File: config.mk
export PLATFORM = sky130hd
export DESIGN_NAME = ysyx_24080014_lsu_flat
export DESIGN_NICKNAME = d
export VERILOG_FILES = /design/src/rtl/ysyx_24080014_lsu_if.sv /design/src/rtl/ysyx_24080014_lsu.sv /design/src/flat_wrapper.sv
export SDC_FILE = /design/constraint.sdc
export NUM_CORES = 1
export LEC_CHECK = 0
export CORE_ASPECT_RATIO = 2
export CORE_MARGIN = 4
export CORE_UTILIZATION = 46
export DETAILED_ROUTE_END_ITERATION = 10
export PLACE_DENSITY = 0.93
export SLEW_MARGIN = 20
export SYNTH_ARGS = -nofsm -noshare
export SYNTH_HDL_FRONTEND = slang
export SYNTH_SLANG_ARGS = --single-unit
File: constraint.sdc
create_clock -name clk -period 4.6 [get_ports clk]
set_input_delay 0.46 -clock clk [delete_from_list [all_inputs] [get_ports clk]]
set_output_delay 0.46 -clock clk [all_outputs]
set_load 0.01 [all_outputs]
File: src/rtl/ysyx_24080014_lsu_if.sv
// Bus bundle around the load/store unit: execute-side request, memory
// request/response port and writeback-side result.
// The slave modport is the LSU's view; the master modport is the view of the
// surrounding pipeline/memory that drives the LSU.
interface ysyx_24080014_lsu_if #(
  parameter int ADDR_W = 32,
  parameter int DATA_W = 32
);
  // execute -> LSU
  logic              in_valid;
  logic              in_ready;
  logic              in_load;
  logic              in_store;
  logic [ADDR_W-1:0] in_addr;
  logic [DATA_W-1:0] in_wdata;
  logic [1:0]        in_size;
  logic              in_sign;
  logic [4:0]        in_rd;

  // LSU <-> memory
  logic              mem_req_valid;
  logic              mem_req_ready;
  logic              mem_req_wen;
  logic [ADDR_W-1:0] mem_req_addr;
  logic [DATA_W-1:0] mem_req_wdata;
  logic [3:0]        mem_req_wmask;
  logic              mem_rsp_valid;
  logic [DATA_W-1:0] mem_rsp_rdata;

  // LSU -> writeback
  logic              out_valid;
  logic              out_ready;
  logic [DATA_W-1:0] out_rdata;
  logic [4:0]        out_rd;
  logic              out_misalign;

  modport slave (
    input  in_valid, in_load, in_store, in_addr, in_wdata, in_size, in_sign, in_rd,
    output in_ready,
    output mem_req_valid, mem_req_wen, mem_req_addr, mem_req_wdata, mem_req_wmask,
    input  mem_req_ready, mem_rsp_valid, mem_rsp_rdata,
    output out_valid, out_rdata, out_rd, out_misalign,
    input  out_ready
  );

  modport master (
    output in_valid, in_load, in_store, in_addr, in_wdata, in_size, in_sign, in_rd,
    input  in_ready,
    input  mem_req_valid, mem_req_wen, mem_req_addr, mem_req_wdata, mem_req_wmask,
    output mem_req_ready, mem_rsp_valid, mem_rsp_rdata,
    input  out_valid, out_rdata, out_rd, out_misalign,
    output out_ready
  );
endinterface

File: src/rtl/ysyx_24080014_lsu.sv
// Multi-cycle load/store unit: accepts one operation from execute, checks
// alignment, issues a single word-aligned memory request with byte strobes,
// waits for the response and hands the extended load result to writeback.
// Every output comes from a register or from the state register.
// Only DATA_W = 32 is supported (four byte lanes).
module ysyx_24080014_lsu #(
  parameter int ADDR_W = 32,
  parameter int DATA_W = 32
) (
  input logic                  clk,
  input logic                  rst_n,
  ysyx_24080014_lsu_if.slave   bus
);

  typedef enum logic [1:0] {
    S_IDLE = 2'd0,
    S_REQ  = 2'd1,
    S_WAIT = 2'd2,
    S_RESP = 2'd3
  } state_t;

  state_t            state_q, state_d;
  logic [ADDR_W-1:0] req_addr_q, req_addr_d;
  logic [DATA_W-1:0] req_wdata_q, req_wdata_d;
  logic [3:0]        req_wmask_q, req_wmask_d;
  logic              req_wen_q, req_wen_d;
  logic [1:0]        off_q, off_d;
  logic [1:0]        size_q, size_d;
  logic              sign_q, sign_d;
  logic              load_q, load_d;
  logic [4:0]        rd_q, rd_d;
  logic [DATA_W-1:0] rdata_q, rdata_d;
  logic              misalign_q, misalign_d;

  // Decode of the incoming operation (only used on the accept cycle).
  logic              is_mem;
  logic              bad_align;
  logic [4:0]        in_shamt;
  logic [3:0]        lane_mask;

  // Lane extraction of the returned read word.
  logic [4:0]        rsp_shamt;
  logic [DATA_W-1:0] rsp_shifted;
  logic [DATA_W-1:0] load_result;

  // Decode alignment, lane strobes and shift for the operation at the input.
  always_comb begin
    is_mem    = bus.in_load | bus.in_store;
    bad_align = (bus.in_size == 2'd3) ||
                ((bus.in_size == 2'd1) && bus.in_addr[0]) ||
                ((bus.in_size == 2'd2) && (bus.in_addr[1:0] != 2'b00));
    in_shamt  = {bus.in_addr[1:0], 3'b000};
    case (bus.in_size)
      2'd0:    lane_mask = 4'b0001 << bus.in_addr[1:0];
      2'd1:    lane_mask = 4'b0011 << bus.in_addr[1:0];
      default: lane_mask = 4'b1111;
    endcase
  end

  // Shift the read word down to the addressed lane and zero/sign-extend it.
  always_comb begin
    rsp_shamt   = {off_q, 3'b000};
    rsp_shifted = bus.mem_rsp_rdata >> rsp_shamt;
    case (size_q)
      2'd0:    load_result = {{(DATA_W-8){sign_q & rsp_shifted[7]}}, rsp_shifted[7:0]};
      2'd1:    load_result = {{(DATA_W-16){sign_q & rsp_shifted[15]}}, rsp_shifted[15:0]};
      default: load_result = rsp_shifted;
    endcase
  end

  // Next-state logic and next values of all latched operation fields.
  always_comb begin
    state_d     = state_q;
    req_addr_d  = req_addr_q;
    req_wdata_d = req_wdata_q;
    req_wmask_d = req_wmask_q;
    req_wen_d   = req_wen_q;
    off_d       = off_q;
    size_d      = size_q;
    sign_d      = sign_q;
    load_d      = load_q;
    rd_d        = rd_q;
    rdata_d     = rdata_q;
    misalign_d  = misalign_q;

    case (state_q)
      S_IDLE: begin
        if (bus.in_valid) begin
          off_d       = bus.in_addr[1:0];
          size_d      = bus.in_size;
          sign_d      = bus.in_sign;
          load_d      = bus.in_load;
          rd_d        = bus.in_rd;
          rdata_d     = '0;
          // A fault is only meaningful for an actual memory access.
          misalign_d  = is_mem & bad_align;
          req_addr_d  = {bus.in_addr[ADDR_W-1:2], 2'b00};
          req_wdata_d = bus.in_wdata << in_shamt;
          req_wen_d   = bus.in_store & ~bad_align;
          req_wmask_d = (bus.in_store & ~bad_align) ? lane_mask : 4'b0000;
          if (is_mem && !bad_align) begin
            state_d = S_REQ;
          end else begin
            state_d = S_RESP;
          end
        end
      end
      S_REQ: begin
        if (bus.mem_req_ready) begin
          state_d = S_WAIT;
        end
      end
      S_WAIT: begin
        if (bus.mem_rsp_valid) begin
          rdata_d = load_q ? load_result : '0;
          state_d = S_RESP;
        end
      end
      S_RESP: begin
        if (bus.out_ready) begin
          state_d = S_IDLE;
        end
      end
      default: state_d = S_IDLE;
    endcase
  end

  // State and operation registers; reset clears every visible output.
  always_ff @(posedge clk or negedge rst_n) begin
    if (!rst_n) begin
      state_q     <= S_IDLE;
      req_addr_q  <= '0;
      req_wdata_q <= '0;
      req_wmask_q <= 4'b0000;
      req_wen_q   <= 1'b0;
      off_q       <= 2'b00;
      size_q      <= 2'b00;
      sign_q      <= 1'b0;
      load_q      <= 1'b0;
      rd_q        <= 5'd0;
      rdata_q     <= '0;
      misalign_q  <= 1'b0;
    end else begin
      state_q     <= state_d;
      req_addr_q  <= req_addr_d;
      req_wdata_q <= req_wdata_d;
      req_wmask_q <= req_wmask_d;
      req_wen_q   <= req_wen_d;
      off_q       <= off_d;
      size_q      <= size_d;
      sign_q      <= sign_d;
      load_q      <= load_d;
      rd_q        <= rd_d;
      rdata_q     <= rdata_d;
      misalign_q  <= misalign_d;
    end
  end

  assign bus.in_ready      = (state_q == S_IDLE);
  assign bus.mem_req_valid = (state_q == S_REQ);
  assign bus.mem_req_wen   = req_wen_q;
  assign bus.mem_req_addr  = req_addr_q;
  assign bus.mem_req_wdata = req_wdata_q;
  assign bus.mem_req_wmask = req_wmask_q;
  assign bus.out_valid     = (state_q == S_RESP);
  assign bus.out_rdata     = rdata_q;
  assign bus.out_rd        = rd_q;
  assign bus.out_misalign  = misalign_q;

endmodule

File: src/flat_wrapper.sv
// flat-port wrapper written by rule: the top's interface ports become plain ports
module ysyx_24080014_lsu_flat 
#(
  parameter int ADDR_W = 32,
  parameter int DATA_W = 32
)
  (clk, rst_n, bus_in_valid, bus_in_load, bus_in_store, bus_in_addr, bus_in_wdata, bus_in_size, bus_in_sign, bus_in_rd, bus_in_ready, bus_mem_req_valid, bus_mem_req_wen, bus_mem_req_addr, bus_mem_req_wdata, bus_mem_req_wmask, bus_mem_req_ready, bus_mem_rsp_valid, bus_mem_rsp_rdata, bus_out_valid, bus_out_rdata, bus_out_rd, bus_out_misalign, bus_out_ready);
  ysyx_24080014_lsu_if #(.ADDR_W(ADDR_W), .DATA_W(DATA_W)) bus_i ();
  input logic clk;
  input logic rst_n;
  input wire logic [$bits(bus_i.in_valid)-1:0] bus_in_valid;
  input wire logic [$bits(bus_i.in_load)-1:0] bus_in_load;
  input wire logic [$bits(bus_i.in_store)-1:0] bus_in_store;
  input wire logic [$bits(bus_i.in_addr)-1:0] bus_in_addr;
  input wire logic [$bits(bus_i.in_wdata)-1:0] bus_in_wdata;
  input wire logic [$bits(bus_i.in_size)-1:0] bus_in_size;
  input wire logic [$bits(bus_i.in_sign)-1:0] bus_in_sign;
  input wire logic [$bits(bus_i.in_rd)-1:0] bus_in_rd;
  output wire logic [$bits(bus_i.in_ready)-1:0] bus_in_ready;
  output wire logic [$bits(bus_i.mem_req_valid)-1:0] bus_mem_req_valid;
  output wire logic [$bits(bus_i.mem_req_wen)-1:0] bus_mem_req_wen;
  output wire logic [$bits(bus_i.mem_req_addr)-1:0] bus_mem_req_addr;
  output wire logic [$bits(bus_i.mem_req_wdata)-1:0] bus_mem_req_wdata;
  output wire logic [$bits(bus_i.mem_req_wmask)-1:0] bus_mem_req_wmask;
  input wire logic [$bits(bus_i.mem_req_ready)-1:0] bus_mem_req_ready;
  input wire logic [$bits(bus_i.mem_rsp_valid)-1:0] bus_mem_rsp_valid;
  input wire logic [$bits(bus_i.mem_rsp_rdata)-1:0] bus_mem_rsp_rdata;
  output wire logic [$bits(bus_i.out_valid)-1:0] bus_out_valid;
  output wire logic [$bits(bus_i.out_rdata)-1:0] bus_out_rdata;
  output wire logic [$bits(bus_i.out_rd)-1:0] bus_out_rd;
  output wire logic [$bits(bus_i.out_misalign)-1:0] bus_out_misalign;
  input wire logic [$bits(bus_i.out_ready)-1:0] bus_out_ready;
  assign bus_i.in_valid = bus_in_valid;
  assign bus_i.in_load = bus_in_load;
  assign bus_i.in_store = bus_in_store;
  assign bus_i.in_addr = bus_in_addr;
  assign bus_i.in_wdata = bus_in_wdata;
  assign bus_i.in_size = bus_in_size;
  assign bus_i.in_sign = bus_in_sign;
  assign bus_i.in_rd = bus_in_rd;
  assign bus_in_ready = bus_i.in_ready;
  assign bus_mem_req_valid = bus_i.mem_req_valid;
  assign bus_mem_req_wen = bus_i.mem_req_wen;
  assign bus_mem_req_addr = bus_i.mem_req_addr;
  assign bus_mem_req_wdata = bus_i.mem_req_wdata;
  assign bus_mem_req_wmask = bus_i.mem_req_wmask;
  assign bus_i.mem_req_ready = bus_mem_req_ready;
  assign bus_i.mem_rsp_valid = bus_mem_rsp_valid;
  assign bus_i.mem_rsp_rdata = bus_mem_rsp_rdata;
  assign bus_out_valid = bus_i.out_valid;
  assign bus_out_rdata = bus_i.out_rdata;
  assign bus_out_rd = bus_i.out_rd;
  assign bus_out_misalign = bus_i.out_misalign;
  assign bus_i.out_ready = bus_out_ready;
  ysyx_24080014_lsu #(.ADDR_W(ADDR_W), .DATA_W(DATA_W)) u_core (.clk(clk), .rst_n(rst_n), .bus(bus_i));
endmodule
# Word level (Yosys, flattened, before mapping)
# Index checks and enable logic that the tools add are counted.
dict set report totals {
  register_bits 113
  input_bits 112
  out_inout_bits 110
  word_cells 60
}
dict set report classes {
  n_eq_ne 11
  n_shift 4
  n_mux 13
  bitwise 6
  reduce_logical 14
}
# op count
set op_table {}
lappend op_table {{$pmux 32 s2} 2}
lappend op_table {{$mux 32} 3}
lappend op_table {{$shl 32x5->32} 1}
lappend op_table {{$shr 32x5->32} 1}
lappend op_table {{$mux 2} 5}
lappend op_table {{$eq 2x2->1 const B} 4}
lappend op_table {{$pmux 2 s4} 1}
lappend op_table {{$pmux 4 s2} 1}
lappend op_table {{$eq 2x1->1 const B} 3}
lappend op_table {{$logic_not 2->1} 3}
lappend op_table {{$and 1x1->1} 4}
lappend op_table {{$mux 4} 1}
lappend op_table {{$ne 2x1->1 const B} 2}
lappend op_table {{$ne 2x2->1 const B} 2}
lappend op_table {{$reduce_and 4->1} 1}
lappend op_table {{$reduce_bool 2->1} 2}
lappend op_table {{$shl 1x2->4 const A} 1}
lappend op_table {{$shl 2x2->4 const A} 1}
lappend op_table {{$logic_and 1x1->1} 3}
lappend op_table {{$reduce_and 3->1} 1}
lappend op_table {{$logic_or 1x1->1} 2}
lappend op_table {{$reduce_and 2->1} 1}
lappend op_table {{$logic_not 1->1} 1}
lappend op_table {{$not 1->1} 1}
lappend op_table {{$or 1x1->1} 1}

# Depth between registers and ports, before layout
# Gate-level depths: netlist of run 1.
dict set report logic_depth {
  ltp_word 9
  mapped_depth 7
  depth_no_buf 6
}

# Least setup slack after synthesis of run 1
# No wires, ideal clock.
dict set report synth_path {
  path_type {register -> register}
  startpoint {register u_core.state_q[0]}
  endpoint {register u_core.rdata_q[24], in the netlist u_core.bus.out_rdata[24]}
  setup_ps 68
  t_arrival_ps 1918
  required_ps 4532
  slack_ps 2614
  stages_incl_launch_ff 7
  n_path_buf 0
  period_less_slack_ps 1986
  cell_sequence {dfrtp_1 -> inv_1 -> ha_1 -> or2b_2 -> nand4_2 -> nor3_1 -> a221o_1}
}
dict set report synth_between {
  elab_chain_len 3
  word_cells_on_any_way 7
  cone_classes {3 x eq/ne; 1 x mux; 3 x reduce/logical}
}
# element line
set synth_rtl {}
lappend synth_rtl {{from (decl)} ysyx_24080014_lsu.sv:22} ;# state_t state_q, state_d;
lappend synth_rtl {{from (signal assigned)} ysyx_24080014_lsu.sv:144} ;# state_q <= state_d;
lappend synth_rtl {{$logic_not 2->1 *} -}
lappend synth_rtl {{via bus_in_ready} flat_wrapper.sv:19} ;# output wire logic [$bits(bus_i.in_ready)-1:0] bus_in_ready;
lappend synth_rtl {{$ne 2x2->1 (no line) / $reduce_bool 2->1 (equally long branches)} -}
lappend synth_rtl {{$reduce_and 3->1 (no line)} -}
lappend synth_rtl {{to (signal assigned)} ysyx_24080014_lsu.sv:154} ;# rdata_q <= rdata_d;
lappend synth_rtl {{to (decl)} ysyx_24080014_lsu.sv:32} ;# logic [DATA_W-1:0] rdata_q, rdata_d;
# Mark *: on every way through the listed nets, which the timed path passes. The rest lies on a longest branch.
# A chain may end at the register's enable or synchronous reset.

# Worst setup path after layout of run 1
dict set report layout_path {
  startpoint {register u_core.state_q[0]}
  endpoint {register u_core.rdata_q[31], in the netlist u_core.bus.out_rdata[31]}
}
dict set report layout_between {
  elab_chain_len 3
  word_cells_on_any_way 7
  cone_classes {3 x eq/ne; 1 x mux; 3 x reduce/logical}
}
# element line
set layout_rtl {}
lappend layout_rtl {{$eq 2x2->1 / $logic_not 2->1 (equally long branches)} ysyx_24080014_lsu.sv:86} ;# case (state_q)
lappend layout_rtl {{$ne 2x2->1 (no line) / $reduce_bool 2->1 (equally long branches)} -}
lappend layout_rtl {{$reduce_and 3->1 (no line)} -}
# Several ways; a longest one is shown, not always the timed one.

==> results of run 1 <==
[cells in the final DEF (no fill, tap or decap), types with 2 or more instances in the layout]
cell,n
clkdlybuf4s50_1,216
dfrtp_1,113
mux2_2,55
o21ai_0,45
nand2_1,39
a21oi_1,32
mux2i_1,31
nor2_1,21
clkbuf_16,17
a221o_1,10
a22o_1,9
nand3b_1,8
nor2b_1,8
a211oi_1,8
inv_1,7
a221o_2,7
clkbuf_8,6
buf_4,6
ha_1,5
nand2b_1,4
nor3_1,4
o21a_1,4
clkinv_2,4
bufinv_16,3
o22ai_1,2
conb_1,2
buf_2,2
[where the power goes]
group | total, mW | switching, mW | leakage [nW] | internal, mW
logic | 2.32 | 1.03 | 1.75 | 1.29
registers | 1.73 | 0.298 | 1.44 | 1.43
clock network | 1.38 | 0.442 | 0.315 | 0.935
total | 5.43 | 1.77 | 3.51 | 3.66
[per-layer routing]
metal | vias up | GRT usage | share of wire
met1 | 2241 | 0.246 | 0.33
li1 | 2084 | - | -
met3 | 37 | 0.0798 | 0.081
met2 | 243 | 0.475 | 0.56
met5 | - | 0 | 0
met4 | 0 | 0.100 | 0.028
[final cells by class]
class                      instances  share of cell area
clock buffer                      23              0.0622
clock inverter                     9              0.0155
inverter                           7             0.00322
multi-input combinational        309               0.279
sequential                       113               0.346
tap                              142              0.0218
timing repair buffer             224               0.272
[worst min path at each step]
stage                                       startpoint                            to  slack (ps)  cells past startpoint
after CTS                                        rst_n       u_core.bus.out_rdata[5]         170                      1
after detailed placement  u_core.bus.mem_req_wdata[18]  u_core.bus.mem_req_wdata[18]         470                      2
after floorplan                                  rst_n   u_core.bus.mem_req_addr[10]         160                      0
after global routing                             rst_n       u_core.bus.out_rdata[4]         200                      1
after global placement     u_core.bus.mem_req_wmask[2]   u_core.bus.mem_req_wmask[2]         460                      2
final                                            rst_n      u_core.bus.out_rdata[22]         150                      1
[worst register-to-register path, stage by stage (launching register included)]
cell and delay (ps):
dfrtp_1 390, inv_1 110, ha_1 320, or2b_2 230, nand4_2 400, nor3_1 970, a221o_1 290
[flip-flops by register name, indices dropped and copies added, names as in the netlist]
signal                    cells
u_core.bus.mem_req_addr      30
u_core.bus.mem_req_wdata     32
u_core.bus.mem_req_wen        1
u_core.bus.mem_req_wmask      4
u_core.bus.out_misalign       1
u_core.bus.out_rd             5
u_core.bus.out_rdata         32
u_core.load_q                 1
u_core.off_q                  2
u_core.sign_q                 1
u_core.size_q                 2
u_core.state_q                2
[cell families after synthesis]
logic type | synth area share
AOI/OAI and AO/OA | 0.153
buffers and inverters | 0.0344
and+or+nand+nor | 0.0841
DFF | 0.536
muxes | 0.180
other | 0.000710
adders and majority gates | 0.0118
[per-stage QoR]
| stage | setup WS, ps | total power, mW | cells | area (um2) |
|---|---|---|---|---|
| 2_1_floorplan | 2610 | 2.81 | 463 | 5280 |
| 3_3_place_gp | 1720 | 3.96 | 795 | 7540 |
| 3_5_place_dp | 1610 | 4.06 | 795 | 7540 |
| 4_1_cts | 1850 | 5.47 | 827 | 8170 |
| 5_1_grt | 1620 | 5.73 | 827 | 8170 |
| 6_report | 1820 | 5.43 | 827 | 8170 |
==> metrics, run 1 <==
status=completed; RR Endpoint=u_core.bus.out_rdata[31]; max incr delay on CP=970 ps; CP top delay family=simple AND/OR/NAND/NOR gates; setup violators final=0; Final Critical Period=2780 ps; RSZ-0062 raised after global routing=no; Fin Setup TNS=0 ps; most frequent cell after synthesis=dfrtp_1; antenna violations before repair=0; Chip Width=83.8 um; Worst Path Arrival=3110 ps; Hold Crit Class=in2async; WP depth=6; DRC viols=0; share of post-route cells with drive strength above 1=0.159; Post-Syn Area=5280 um2; Worst-path clk slew=50 ps; Rows=55; Root Driver=clkbuf_16; TritonRoute pass-1 iters=5; nets=789; die area=13,400 um2; Leakage Power=3.51 nW; ANT cells=0; worst rel slew slack=0.317; Worst VDD drop=411 uV; Worst R2R Setup Slack=1820 ps; Critical R2R Launch=u_core.state_q[0]; FF+latch count, synth=113; Post-synth EDFFs=0; Synth cell types=39; Synth area leaders=dfrtp_1, mux2_2, mux2i_1; WP data required=4930 ps; P&R area growth vs syn=54.6%; Skew-Pair Late Insertion Delay=400 ps; ys flop type=dfrtp_1; hold buffers post-CTS=0; Core Area=11,300 um2; Yosys top cell by area=dfrtp_1; CP Max Fanout=19; TritonCTS clock tree=done; worst path bufs/invs=1; GRT Residual Overflow=0; Initial Util=0.468; I/O Buffers=219; footprint of the flip-flops and latches=2830 um2; worst setup path endpoint=u_core.bus.out_rdata[31]; Least-Margin Pin Slew=1020 ps; clock sinks=113; slowest CP cell=nor3_1; Clock H-tree levels=4; Layout fillers=832; via count=4,605; WL final=16.5 mm; vias in the first global route=5,223; DRT iter0 DRCs=285; Routed WL per cell=19.9 um; WS Path Type=reg2reg; Seq/Total Area, Yosys=0.536; hold_ws=154 ps; first-pass GRT wire length=26.8 mm; period utilization=0.603; GP Congestion=0.862; commonest cells in the netlist=dfrtp_1, mux2_2, o21ai_0; cts repair resizes=0; Yosys top cell area share=0.536; syn_area_per_cell=11.4 um2; Post-Syn Instances=462; worst r2r path cells=6; largest net degree at the start of global routing=75; final-report hold violation count=0; crit path launch type=flop; num ports=222; area of the multi-input gates=2280 um2; dpl hpwl=12.5 mm; Die Y=160 um; average vias per placed instance=5.57; FMAX=360 MHz; # Post-CTS Setup Buffers=0; YS warnings=0; CP Capture Type=flop; fin util=0.724; Power per Cell Area=665 nW/um2; CTS Buf Count=17; Layout Skew=7.23 ps; CP Cell Sequence=inv_1, ha_1, or2b_2, nand4_2, nor3_1, a221o_1; Max Cap Viol=0; Tot GR Track Use=0.251; Final ANT Viol Nets=0; count of final max-slew check failures=0; asr flop ratio synth=1.00; Critical Path Source=u_core.state_q[0]; CTS max path bufs=2
Note: power is estimated with default switching activity, not from simulation.
==> inputs of run 2 (changes only) <==
Settings changed: CORE_UTILIZATION 46 to 39, PLACE_DENSITY 0.93 to 0.84.
Clock period 4.6 ns to 2.3 ns, I/O delays scaled along.
==> run 2 against run 1 <==
  * First-iteration DRC count down 34%
  * Clock power up 74%
  * Cell count up 2.9%
  * Die area up 17%
  * Sequential power up 97%
  * Critical path type is now reg2out
==> metrics, run 2 (synthesized netlist as in run 1, its figures left out) <==
Root Driver=clkbuf_16; max layer used=met4; ANT cells=0 (unchanged); WP data required=2070 ps (-2860 ps); GP Congestion=0.838 (-2.8%); average vias per placed instance=5.36 (-3.8%); Routed WL per cell=19.4 um (-2.8%); P&R area growth vs syn=56.4%; worst r2r path cells=6 (unchanged); metal2 WL=9.00 mm (-1.8%); final setup margin=219 ps (-1610 ps); setup violators final=0 (unchanged); CP Max Fanout=5 (-14); DRT iter0 DRCs=187 (-34%); CP Capture Type=output port; area of the multi-input gates=2290 um2 (+0.22%); Final ANT Viol Nets=0 (unchanged); WS Path Type=reg2out; FMAX=481 MHz; dpl hpwl=12.8 mm (+2.3%); footprint of the flip-flops and latches=2830 um2 (unchanged); Leakage Power=3.54 nW (+1.1%); DRC viols=0 (unchanged); Met3 Wirelength=1.25 mm (-6.7%); Worst-path clk slew=50 ps (about the same); hold path cells=3; antenna violations before repair=0 (unchanged); commonest non-fill, non-tap cell in the layout=clkdlybuf4s50_1; TritonCTS clock tree=done; GRT Residual Overflow=0 (unchanged); die area=15,600 um2 (+17%); final-report hold violation count=0 (unchanged); Hold Crit Class=in2reg; I/O Buffers=219 (unchanged); largest net degree at the start of global routing=59 (-21%); CTS Buf Count=17 (unchanged); Final Critical Period=2080 ps; Core Area=13,100 um2 (+16%); vias in the first global route=5,082 (-2.7%); WL final=16.5 mm (about the same); TritonRoute pass-1 iters=4 (-1); nets=803 (+1.8%); via count=4,560 (-0.98%); period utilization=0.905; first-pass GRT wire length=26.7 mm (-0.72%); Max Cap Viol=0 (unchanged); share of post-route cells with drive strength above 1=0.175 (+0.0154); Tot GR Track Use=0.215 (-0.0364); Layout fillers=1,052 (+26%); Post-Route M1 WL=5.64 mm (+2.4%); Rows=59 (+7.3%); Layout Skew=11.1 ps (+3.91 ps); num ports=222 (unchanged); Clock H-tree levels=4 (unchanged); count of final max-slew check failures=0 (unchanged); Die Y=173 um (+8.2%); Chip Width=90.3 um (+7.8%); Skew-Pair Late Insertion Delay=400 ps (about the same); crit path launch type=flop; Power per Cell Area=1280 nW/um2 (+93%); Initial Util=0.402 (-0.0660); Worst Path Arrival=1850 ps (-1260 ps); clock sinks=113 (unchanged); fin util=0.628 (-0.0951); RSZ-0062 raised after global routing=no; pre-CTS setup slack=-23.8 ps (-1630 ps); Least-Margin Pin Slew=537 ps (-479 ps); CTS max path bufs=2 (unchanged); Worst VDD drop=729 uV (+77%); status=completed; worst rel slew slack=0.640 (+0.323); commonest cells after routing, fill and taps aside=clkdlybuf4s50_1, dfrtp_1, mux2_2
[run 2: power by group]
| part | internal [mW] | leakage (nW) | switching [mW] |
|---|---|---|---|
| registers | 2.86 | 1.44 | 0.541 |
| clock network | 1.40 | 0.266 | 0.995 |
| logic | 2.65 | 1.84 | 2.14 |
| total | 6.91 | 3.54 | 3.68 |
[run 2: layout make-up]
class                      count  share of cell area
multi-input combinational    309               0.277
tap                          152              0.0230
clock inverter                15              0.0147
sequential                   113               0.342
clock buffer                  17              0.0515
inverter                       7             0.00318
timing repair buffer         238               0.288
[run 2: final timing paths]
kind	startpoint	end	slack (ps)
min in group asynchronous	rst_n	u_core.bus.out_rdata[16]	380
worst max register to register	u_core.state_q[0]	u_core.bus.out_rdata[24]	290
max in group asynchronous	rst_n	u_core.bus.mem_req_addr[3]	1210
worst max-delay path	u_core.state_q[1]	bus_in_ready	220
worst min-delay path	bus_in_addr[0]	u_core.bus.mem_req_wmask[2]	330
worst min register to register	u_core.bus.mem_req_wdata[11]	u_core.bus.mem_req_wdata[11]	480
[run 2: timing repair]
item                                    4_1_cts  5_1_grt
hold buffers                                  1        0
pin swaps                                     1        1
buffers inserted                              0        1
cloned                                        0        0
endpoints found under the setup margin       11       16
resized for setup                             0        1
endpoints found under the hold margin        39        0
[run 2: metrics by stage]
stage	cell area, um2	std cells	power, mW	setup TNS, ps	hold slack [ps]
floorplan	5280	463	5.63	0	-65.6
global placement	7680	817	8.02	0	240
detailed placement	7680	817	8.21	-108	250
CTS	8230	850	10.7	0	314
global route	8260	851	11.2	0	335
finish	8260	851	10.6	0	334
[run 2: routing by layer]
metal,track usage,vias to the layer above
li1,-,2114
met1,0.212,2204
met2,0.398,205
met3,0.0726,37
met4,0.0965,0
met5,0,-
[run 2: critical path, stage by stage, from the launching register on]
cell,delay [ps]
dfrtp_1,400
inv_1,130
ha_1,180
buf_4,160
clkdlybuf4s50_1,580
